$ cat config.mk
export PLATFORM = sky130hd
export DESIGN_NAME = traffic_light_monitor_flat
export DESIGN_NICKNAME = d
export VERILOG_FILES = /design/src/rtl/traffic_light_monitor_if.sv /design/src/rtl/traffic_light_monitor.sv /design/src/flat_wrapper.sv
export SDC_FILE = /design/constraint.sdc
export NUM_CORES = 1
export LEC_CHECK = 0
export ABC_AREA = 1
export CAP_MARGIN = 20
export CORE_MARGIN = 2
export CORE_UTILIZATION = 38
export DETAILED_ROUTE_END_ITERATION = 16
export GPL_TIMING_DRIVEN = 0
export SYNTH_ARGS = -nofsm -noshare
export SYNTH_HDL_FRONTEND = slang
export SYNTH_SLANG_ARGS = --single-unit
export TNS_END_PERCENT = 30
$ cat constraint.sdc
create_clock -name clk -period 3 [get_ports clk]
set_input_delay 0.6 -clock clk [delete_from_list [all_inputs] [get_ports clk]]
set_output_delay 0.6 -clock clk [all_outputs]
set_load 0.02 [all_outputs]
$ cat src/rtl/traffic_light_monitor_if.sv
// rtl/traffic_light_monitor_if.sv - two-street traffic-light lamp bus
interface traffic_light_monitor_if;
  logic [2:0] street_a;
  logic [2:0] street_b;

  modport master (output street_a, output street_b);
  modport slave  (input  street_a, input  street_b);
endinterface

$ cat src/rtl/traffic_light_monitor.sv
// rtl/traffic_light_monitor.sv - passive checker for the traffic-light lamp bus
// Optional duration checking is compiled in with MON_TIMING_CHECK_EN.
module traffic_light_monitor #(
  parameter int G_CYC = 10,
  parameter int Y_CYC = 3,
  parameter int R_CYC = 13,
  parameter int CNT_W = 8
) (
  input  logic                   clk,
  input  logic                   rst_n,
  input  logic                   clr_err,
  traffic_light_monitor_if.slave lights,
  output logic                   err_enc,
  output logic                   err_conflict,
  output logic                   err_seq,
  output logic                   err_timing,
  output logic                   err_any,
  output logic                   phase_done_a,
  output logic                   phase_done_b,
  output logic [CNT_W-1:0]       last_len_a,
  output logic [CNT_W-1:0]       last_len_b,
  output logic [15:0]            cycle_cnt
);

  typedef enum logic [2:0] {PH_NONE, PH_G, PH_Y, PH_R, PH_BAD} phase_t;

  localparam logic [CNT_W-1:0] CNT_MAX = '1;
  localparam logic [CNT_W-1:0] CNT_ONE = CNT_W'(1);

  phase_t           cur      [2];
  phase_t           prev_q   [2];
  phase_t           prev_d   [2];
  logic [CNT_W-1:0] cnt_q    [2];
  logic [CNT_W-1:0] cnt_d    [2];
  logic [CNT_W-1:0] len_q    [2];
  logic [CNT_W-1:0] len_d    [2];
  logic [1:0]       first_q, first_d;
  logic [1:0]       done_q, done_d;
  logic [15:0]      cyc_q, cyc_d;
  logic             enc_q, enc_d, conf_q, conf_d, seq_q, seq_d, any_q, any_d;
  logic             seq_hit, tim_d;

  function automatic phase_t decode(input logic [2:0] s);
    case (s)
      3'b001:  return PH_G;
      3'b010:  return PH_Y;
      3'b100:  return PH_R;
      default: return PH_BAD;
    endcase
  endfunction

  function automatic logic legal(input phase_t p, input phase_t c);
    return (p == PH_G && c == PH_Y) || (p == PH_Y && c == PH_R) || (p == PH_R && c == PH_G);
  endfunction

`ifdef MON_TIMING_CHECK_EN
  logic tim_q, tim_hit;

  function automatic logic [CNT_W-1:0] expected(input phase_t p);
    case (p)
      PH_G:    return CNT_W'(G_CYC);
      PH_Y:    return CNT_W'(Y_CYC);
      PH_R:    return CNT_W'(R_CYC);
      default: return '0;
    endcase
  endfunction
`endif

  always_comb begin
    cur[0]  = decode(lights.street_a);
    cur[1]  = decode(lights.street_b);
    seq_hit = 1'b0;
    cyc_d   = cyc_q;
`ifdef MON_TIMING_CHECK_EN
    tim_hit = 1'b0;
`endif
    for (int i = 0; i < 2; i++) begin
      prev_d[i]  = cur[i];
      cnt_d[i]   = cnt_q[i];
      len_d[i]   = len_q[i];
      first_d[i] = first_q[i];
      done_d[i]  = 1'b0;
      if (prev_q[i] == PH_NONE) begin
        cnt_d[i] = CNT_ONE;
      end else if (cur[i] == prev_q[i]) begin
        if (cnt_q[i] != CNT_MAX) cnt_d[i] = cnt_q[i] + 1'b1;
      end else begin
        done_d[i]  = 1'b1;
        len_d[i]   = cnt_q[i];
        cnt_d[i]   = CNT_ONE;
        first_d[i] = 1'b0;
        // BAD transitions are reported through err_enc only
        if (prev_q[i] != PH_BAD && cur[i] != PH_BAD && !legal(prev_q[i], cur[i]))
          seq_hit = 1'b1;
`ifdef MON_TIMING_CHECK_EN
        if (!first_q[i] && prev_q[i] != PH_BAD && cnt_q[i] != expected(prev_q[i]))
          tim_hit = 1'b1;
`endif
        if (i == 0 && prev_q[i] == PH_R && cur[i] == PH_G) cyc_d = cyc_q + 16'd1;
      end
    end
    enc_d  = (enc_q & ~clr_err) | (cur[0] == PH_BAD) | (cur[1] == PH_BAD);
    conf_d = (conf_q & ~clr_err) |
             ((cur[0] == PH_G || cur[0] == PH_Y) && (cur[1] == PH_G || cur[1] == PH_Y));
    seq_d  = (seq_q & ~clr_err) | seq_hit;
`ifdef MON_TIMING_CHECK_EN
    tim_d  = (tim_q & ~clr_err) | tim_hit;
`else
    tim_d  = 1'b0;
`endif
    any_d  = enc_d | conf_d | seq_d | tim_d;
  end

  always_ff @(posedge clk) begin
    if (!rst_n) begin
      for (int i = 0; i < 2; i++) begin
        prev_q[i] <= PH_NONE;
        cnt_q[i]  <= '0;
        len_q[i]  <= '0;
      end
      first_q <= 2'b11;
      done_q  <= 2'b00;
      cyc_q   <= '0;
      enc_q   <= 1'b0;
      conf_q  <= 1'b0;
      seq_q   <= 1'b0;
      any_q   <= 1'b0;
    end else begin
      for (int i = 0; i < 2; i++) begin
        prev_q[i] <= prev_d[i];
        cnt_q[i]  <= cnt_d[i];
        len_q[i]  <= len_d[i];
      end
      first_q <= first_d;
      done_q  <= done_d;
      cyc_q   <= cyc_d;
      enc_q   <= enc_d;
      conf_q  <= conf_d;
      seq_q   <= seq_d;
      any_q   <= any_d;
    end
  end

`ifdef MON_TIMING_CHECK_EN
  always_ff @(posedge clk) begin
    if (!rst_n) tim_q <= 1'b0;
    else        tim_q <= tim_d;
  end
  assign err_timing = tim_q;
`else
  assign err_timing = 1'b0;
`endif

  assign err_enc      = enc_q;
  assign err_conflict = conf_q;
  assign err_seq      = seq_q;
  assign err_any      = any_q;
  assign phase_done_a = done_q[0];
  assign phase_done_b = done_q[1];
  assign last_len_a   = len_q[0];
  assign last_len_b   = len_q[1];
  assign cycle_cnt    = cyc_q;

endmodule
$ cat src/flat_wrapper.sv
// flat-port wrapper written by rule: the top's interface ports become plain ports
module traffic_light_monitor_flat 
#(
  parameter int G_CYC = 10,
  parameter int Y_CYC = 3,
  parameter int R_CYC = 13,
  parameter int CNT_W = 8
)
  (clk, rst_n, clr_err, err_enc, err_conflict, err_seq, err_timing, err_any, phase_done_a, phase_done_b, last_len_a, last_len_b, cycle_cnt, lights_street_a, lights_street_b);
  traffic_light_monitor_if lights_i ();
  input  logic clk;
  input  logic rst_n;
  input  logic clr_err;
  output logic err_enc;
  output logic err_conflict;
  output logic err_seq;
  output logic err_timing;
  output logic err_any;
  output logic phase_done_a;
  output logic phase_done_b;
  output logic [CNT_W-1:0] last_len_a;
  output logic [CNT_W-1:0] last_len_b;
  output logic [15:0] cycle_cnt;
  input wire logic [$bits(lights_i.street_a)-1:0] lights_street_a;
  input wire logic [$bits(lights_i.street_b)-1:0] lights_street_b;
  assign lights_i.street_a = lights_street_a;
  assign lights_i.street_b = lights_street_b;
  traffic_light_monitor #(.G_CYC(G_CYC), .Y_CYC(Y_CYC), .R_CYC(R_CYC), .CNT_W(CNT_W)) u_core (.clk(clk), .rst_n(rst_n), .clr_err(clr_err), .lights(lights_i), .err_enc(err_enc), .err_conflict(err_conflict), .err_seq(err_seq), .err_timing(err_timing), .err_any(err_any), .phase_done_a(phase_done_a), .phase_done_b(phase_done_b), .last_len_a(last_len_a), .last_len_b(last_len_b), .cycle_cnt(cycle_cnt));
endmodule
==> results.yml, run 1 <==
status:
  status: "complete, no violations"
flow_run:
  drv_cap: 0
sta:
  setup_viol_count_final: 0
  max_clock_freq_mhz: 482.1
  period_share_pct: 69.15
  rsz0062_at_grt: "no"
  skew_ns: 0.01099
  maxSlewHeadroom_pct: 65.90
  worst_slew_pin_slew_ns: 0.5068
  hold_viol_final: 0
  drv_slew: 0
  tns_ns: 0
  layout_min_cycle_time_ns: 2.074
synth:
  netlist_instances: 397
  synth_top_area_share_pct: 42.50
  synth-seq-area-share_pct: 42.50
  synth_common_cells: "68 x nand2_1, 68 x nor2_1, 60 x dfxtp_1"
  yosys_most_used_dff: "dfxtp_1"
  synth_edf_count: 0
  async_flop_share_pct: 0
  synth_warnings: 0
  synth_top_cell_by_area: "dfxtp_1"
  syn_area_mm2: 0.002826
  synth_seq_cells: 60
  avgSynthCellArea_um2: 7.120
  synth_cell_types: 35
  synthTopCellsByArea: "dfxtp_1 42%, nand2_1 9.0%, nor2_1 9.0%, inv_1 6.5%, nand3_1 5.5%"
  synth_fp_nets: 409
floorplan:
  boundaryPins: 48
  die_w_um: 90.25
  dieArea_mm2: 0.008144
  rows: 31
  coreArea_mm2: 0.007214
  die_h_um: 90.25
  start_util_pct: 39.18
clock_network:
  cts_sinks: 60
  htree_levels: 3
  numCtsBuffers: 9
  clock_path_buffers: 2
  clk_latency_ns: 0.33
  cts_setup_buffers: 0
  cts_tree: "done"
  ctsResizeCount: 0
  cts_hold_buf: 0
  cts.clk_slew.worst_paths_ns: 0.07
  clockRootBuffer: "clkbuf_8"
cells_and_area:
  final_nets: 466
  drive_above_1_share_pct: 9.150
  syn2layout_area_growth_pct: 28.86
  n_antenna_cell: 0
power:
  p_sw_uw: 530.4
  swShare_pct: 25.75
  power_frac_comb_pct: 16.0
  ir_worst_vdd_mv: 0.2398
  power_frac_clock_pct: 41.9
  p_leak_uw: 0.001496
  seq_power_share_pct: 42.1
  p_int_uw: 1529
  p_per_area_mw_per_mm2: 565.5
  finalPower_uw: 2060
critical_path:
  reg2regPathDepth: 8
  cp_slowest_stage_delay_ns: 0.50
  cp-start-kind: "input port"
  cp.required_ns: 3.22
  endpoint_kind: "flip-flop"
  path_class: "in -> reg"
  crit_arrival_ns: 2.30
  cpLargestDelayFamily: "simple AND/OR/NAND/NOR gates"
  path_cells: "clkdlybuf4s50_1, inv_1, nand2_1, nand2_1, nand2_1, nand2_1, nand2_1, nand2_1, nand2_2, nand2_4, clkinv_2, nor2_1, nor2_1"
  rrSetupSlack_ns: 1.43
  crit_top_cell: "nand2_1"
  path_depth: 13
  critPathBufInv: 3
  cpMaxStageDelayCell: "clkdlybuf4s50_1"
  critPathMaxFanout: 10
global_route:
  grt_pass1_wl_um: 10200
  grt_max_degree: 11
  antenna_found_initial: 0
  grt_usage_pct: 15.31
  grt_overflow_total: 0
  grt_pass1_vias: 2309
drt:
  drtIter0Drc: 86
  vias: 2624
  ant_nets: 0
  drt-total-wl_um: 6146
  firstDrtPassIters: 4
  routedWlPerCell_um: 11.01
  drc: 0
  vias_per_cell: 4.703
min_path:
  whs_path_depth: 2
  hp-class: "reg -> reg"
placed_design:
  place.port_buffers: 46
  place_congestion: 0.8290
  hpwl_um: 4533
-- worst register-to-register path: cells and delay by family (launching register included) --
| kind | cells | cell delay [ns] |
|---|---|---|
| flip-flops | 1 | 0.41 |
| buffers and inverters | 1 | 0.03 |
| XOR/XNOR | 1 | 0.18 |
| AND/OR/NAND/NOR | 5 | 0.62 |
| adder cells (fa/ha/maj) | 1 | 0.23 |
-- final timing paths --
path,startpoint,endpoint
worst max-delay path,lights_street_a[0],u_core.len_q[0][6]
worst min register to register,u_core.len_q[0][10],u_core.len_q[0][10]
worst max register to register,u_core.cnt_q[0][0],u_core.cnt_q[0][0]
worst min-delay path,u_core.len_q[0][10],u_core.len_q[0][10]
-- power groups by stage --
stage | logic [µW] | registers, µW | clock network (µW)
2_1_floorplan | 168 | 925 | 0
3_3_place_gp | 328 | 884 | 0
3_5_place_dp | 331 | 885 | 0
4_1_cts | 332 | 868 | 883
5_1_grt | 364 | 873 | 930
6_report | 329 | 868 | 863
-- logic make-up (layout without fill, tap and decap cells) --
kind of cell | after synthesis | count (layout) | share of synthesized area, %
xor gates and xnor gates | 11 | 11 | 3.675
DFF | 60 | 60 | 42.50
buffers and inverters | 61 | 123 | 9.074
other | 1 | 1 | 0.1327
AOI/OAI and AO/OA | 54 | 54 | 10.05
and+or+nand+nor | 207 | 207 | 33.24
adders and majority gates | 3 | 3 | 1.328
-- layout make-up --
type | count | area (µm²)
multi-input cells | 276 | 1369
clock inverters | 5 | 100.1
fillers | 762 | 3572
flip-flops and latches | 60 | 1201
plain buffers | 8 | 56.30
well taps | 99 | 123.9
clock buffers | 11 | 131.4
inverters | 53 | 200.2
repair buffers | 46 | 460.4
-- registers in the layout (all words and copies together), names as in the netlist --
signal and flops:
u_core.err_any 1, u_core.err_enc 1, u_core.err_conflict 1, u_core.err_seq 1
u_core.len_q 16, u_core.cycle_cnt 16, u_core.done_q 2, u_core.prev_q 6
u_core.cnt_q 16
-- cell usage in the layout (no fill, tap or decap), types with 2 or more instances in the layout --
| cell type | count |
|---|---|
| nand2_1 | 68 |
| nor2_1 | 68 |
| dfxtp_1 | 60 |
| inv_1 | 49 |
| clkdlybuf4s50_1 | 46 |
| nand3_1 | 31 |
| a21oi_1 | 25 |
| o21ai_0 | 22 |
| nor3_1 | 15 |
| clkbuf_8 | 10 |
| xor2_1 | 7 |
| clkbuf_1 | 5 |
| nand3_2 | 5 |
| a31oi_1 | 4 |
| nand2_2 | 3 |
| nand2_4 | 3 |
| clkinv_2 | 3 |
| nor2_2 | 3 |
| xnor2_1 | 3 |
| nand4_1 | 3 |
| ha_1 | 3 |
| bufinv_16 | 3 |
| inv_2 | 2 |
| and3_1 | 2 |
| or2_2 | 2 |
| nor4_1 | 2 |
| buf_4 | 2 |
-- per-stage QoR --
step / instance area (µm²) / std cells / setup slack, ns / hold WS [ns] / util [%]
floorplan: 2826 / 397 / 1.350 / 0.4603 / -
global placement: 3411 / 542 / 0.6268 / 0.4595 / 47.28
detailed placement: 3411 / 542 / 0.5872 / 0.4689 / 47.28
CTS: 3642 / 558 / 0.9383 / 0.4850 / 50.49
global route: 3642 / 558 / 0.6866 / 0.5132 / 50.49
finish: 3642 / 558 / 0.9256 / 0.4806 / 50.49
-- per-layer routing --
metal,track usage (%),vias up,wire (µm)
li1,-,1385,-
met1,19.70,1169,3028
met4,6.410,0,78
met2,24.94,61,2803
met3,3.185,9,236
met5,0,-,0
Note: power is estimated with default switching activity, not from simulation.
==> run 2: changes to the inputs <==
==> constraint.sdc (replaced) <==
create_clock -name clk -period 1.83 [get_ports clk]
set_input_delay 0.366 -clock clk [delete_from_list [all_inputs] [get_ports clk]]
set_output_delay 0.366 -clock clk [all_outputs]
set_load 0.02 [all_outputs]
==> run 2 against run 1 <==
Non-clock buffer count unchanged. Critical path depth down 3. Global-route usage unchanged. Setup slack worse by 0.87 ns. Sequential share of layout area down 0.17 points. Worst hold slack about the same. Via count down 0.80%. Clock-buffer cell count unchanged. Clock skew about the same. Power up 64%. Final cell count unchanged. Register-to-register slack worse by 1.2 ns. Largest power group unchanged.
==> results.yml, run 2 (synthesis gave the netlist of run 1 again) <==
status:
  status: "complete, no violations"
floorplan:
  start_util_pct: 39.18
  die_w_um: 90.25
  rows: 31
  die_h_um: 90.25
  boundaryPins: 48
  dieArea_mm2: 0.008144
  coreArea_mm2: 0.007214
clock_network:
  htree_levels: 3
  cts_sinks: 60
  cts_tree: "done"
  clk_latency_ns: 0.34
  cts.clk_slew.worst_paths_ns: 0.07
  clockRootBuffer: "clkbuf_8"
  numCtsBuffers: 9
  cts_hold_buf: 0
  clock_path_buffers: 2
global_route:
  antenna_found_initial: 0
  grt_max_degree: 11
  grt_usage_pct: 15.31
  grt_pass1_vias: 2309
  grt_overflow_total: 0
  grt_pass1_wl_um: 10200
critical_path:
  r2r-end: "u_core.cycle_cnt[15]"
  path_class: "in -> reg"
  crit_arrival_ns: 2.00
  rrSetupSlack_ns: 0.27
  critPathMaxFanout: 10
  rr_startpoint: "u_core.cycle_cnt[2]"
  cp_slowest_stage_delay_ns: 0.52
  reg2regPathDepth: 10
  cpMaxStageDelayCell: "clkdlybuf4s50_1"
  cp.required_ns: 2.05
  cp-start-kind: "input port"
  path_cells: "clkdlybuf4s50_1, inv_1, nand3_2, nand2_2, nor2_4, xor2_2, nand2_4, buf_6, a21oi_1, nor2_1"
  endpoint_kind: "flip-flop"
cells_and_area:
  design_area_mm2: 0.003661
  mostFrequentLayoutCell: "nor2_1"
  drive_above_1_share_pct: 10.24
  n_antenna_cell: 0
  final_core_util_pct: 50.75
  final_cell_mix: "67 x nor2_1, 65 x nand2_1, 60 x dfxtp_1, 48 x inv_1, 43 x clkdlybuf4s50_1"
  n_fill_cell: 764
  final_nets: 466
  syn2layout_area_growth_pct: 29.53
drt:
  routedWlPerCell_um: 11.06
  firstDrtPassIters: 5
  drc: 0
  vias: 2603
  drt-total-wl_um: 6173
  ant_nets: 0
  vias_per_cell: 4.665
  drtIter0Drc: 71
min_path:
  min_to: "u_core.len_q[0][10]"
  hp-class: "reg -> reg"
  whs_path_depth: 2
  min_from: "u_core.len_q[0][10]"
sta:
  rsz0062_at_grt: "yes"
  layout_min_cycle_time_ns: 1.775
  setup_viol_count_final: 0
  drv_slew: 0
  worst_slew_pin_slew_ns: 0.5070
  maxSlewHeadroom_pct: 65.89
  max_clock_freq_mhz: 563.3
  skew_ns: 0.01082
  hold_viol_final: 0
  period_share_pct: 97.01
placed_design:
  placed_cell_area_mm2: 0.003411
  hpwl_um: 4533
  place_congestion: 0.8290
  place.port_buffers: 46
power:
  ir_worst_vdd_mv: 0.3940
  p_per_area_mw_per_mm2: 923.7
  p_leak_uw: 0.001536
flow_run:
  drv_cap: 0
## run 2: area by class of cell
cell class | count | area, µm² | share of cell area (%)
clock buffer | 11 | 131.4 | 3.589
sequential | 60 | 1201 | 32.81
clock inverter | 5 | 100.1 | 2.734
buffer | 8 | 56.30 | 1.538
timing repair buffer | 46 | 467.9 | 12.78
inverter | 53 | 201.4 | 5.502
multi-input combinational | 276 | 1379 | 37.66
tap | 99 | 123.9 | 3.383
## run 2: what timing repair did
action	in CTS	in global routing
resized for setup	0	10
setup endpoints to repair	0	22
buffers inserted	0	0
## run 2: through the flow
stage / TNS, ns / cells / power (µW) / hold WS, ns / setup slack (ns)
finish: 0 / 558 / 3382 / 0.4805 / 0.05476
global route: -0.07896 / 558 / 3557 / 0.5132 / -0.03313
detailed placement: -9.872 / 542 / 1994 / 0.4689 / -0.3488
floorplan: 0 / 397 / 1792 / 0.4603 / 0.3278
global placement: -8.481 / 542 / 1988 / 0.4595 / -0.3092
CTS: 0 / 558 / 3415 / 0.4850 / 0.002299
## run 2: how the worst max path moves through the flow
stage	start	to	slack (ns)	cells after the start
2_1_floorplan	u_core.cycle_cnt[0]	u_core.cycle_cnt[14]	0.33	8
3_3_place_gp	lights_street_a[0]	u_core.len_q[0][4]	-0.31	13
3_5_place_dp	lights_street_a[0]	u_core.len_q[0][4]	-0.35	13
4_1_cts	lights_street_a[0]	u_core.len_q[0][6]	0.002	13
5_1_grt	lights_street_b[0]	u_core.len_q[0][11]	-0.03	10
6_report	lights_street_b[0]	u_core.len_q[0][11]	0.05	10
## run 2: layer usage
metal	vias up	routed length, µm	GRT usage (%)
met3	8	255	3.185
met5	-	0	0
met2	57	2802	24.94
li1	1388	-	-
met4	0	66	6.410
met1	1150	3048	19.70
## run 2: critical path, delay by kind of cell
kind | cells | cell delay, ns
AO/OA/AOI/OAI | 1 | 0.14
buffers and inverters | 3 | 0.77
AND/OR/NAND/NOR | 5 | 0.54
XOR/XNOR | 1 | 0.19
## run 2: power by group
part           switching, µW  internal [µW]  total [µW]  leakage, µW
Combinational            315            228         543     0.000928
Clock                    514            901        1420     0.000117
Sequential              44.0           1380        1420     0.000490
Total                    874           2510        3380      0.00154
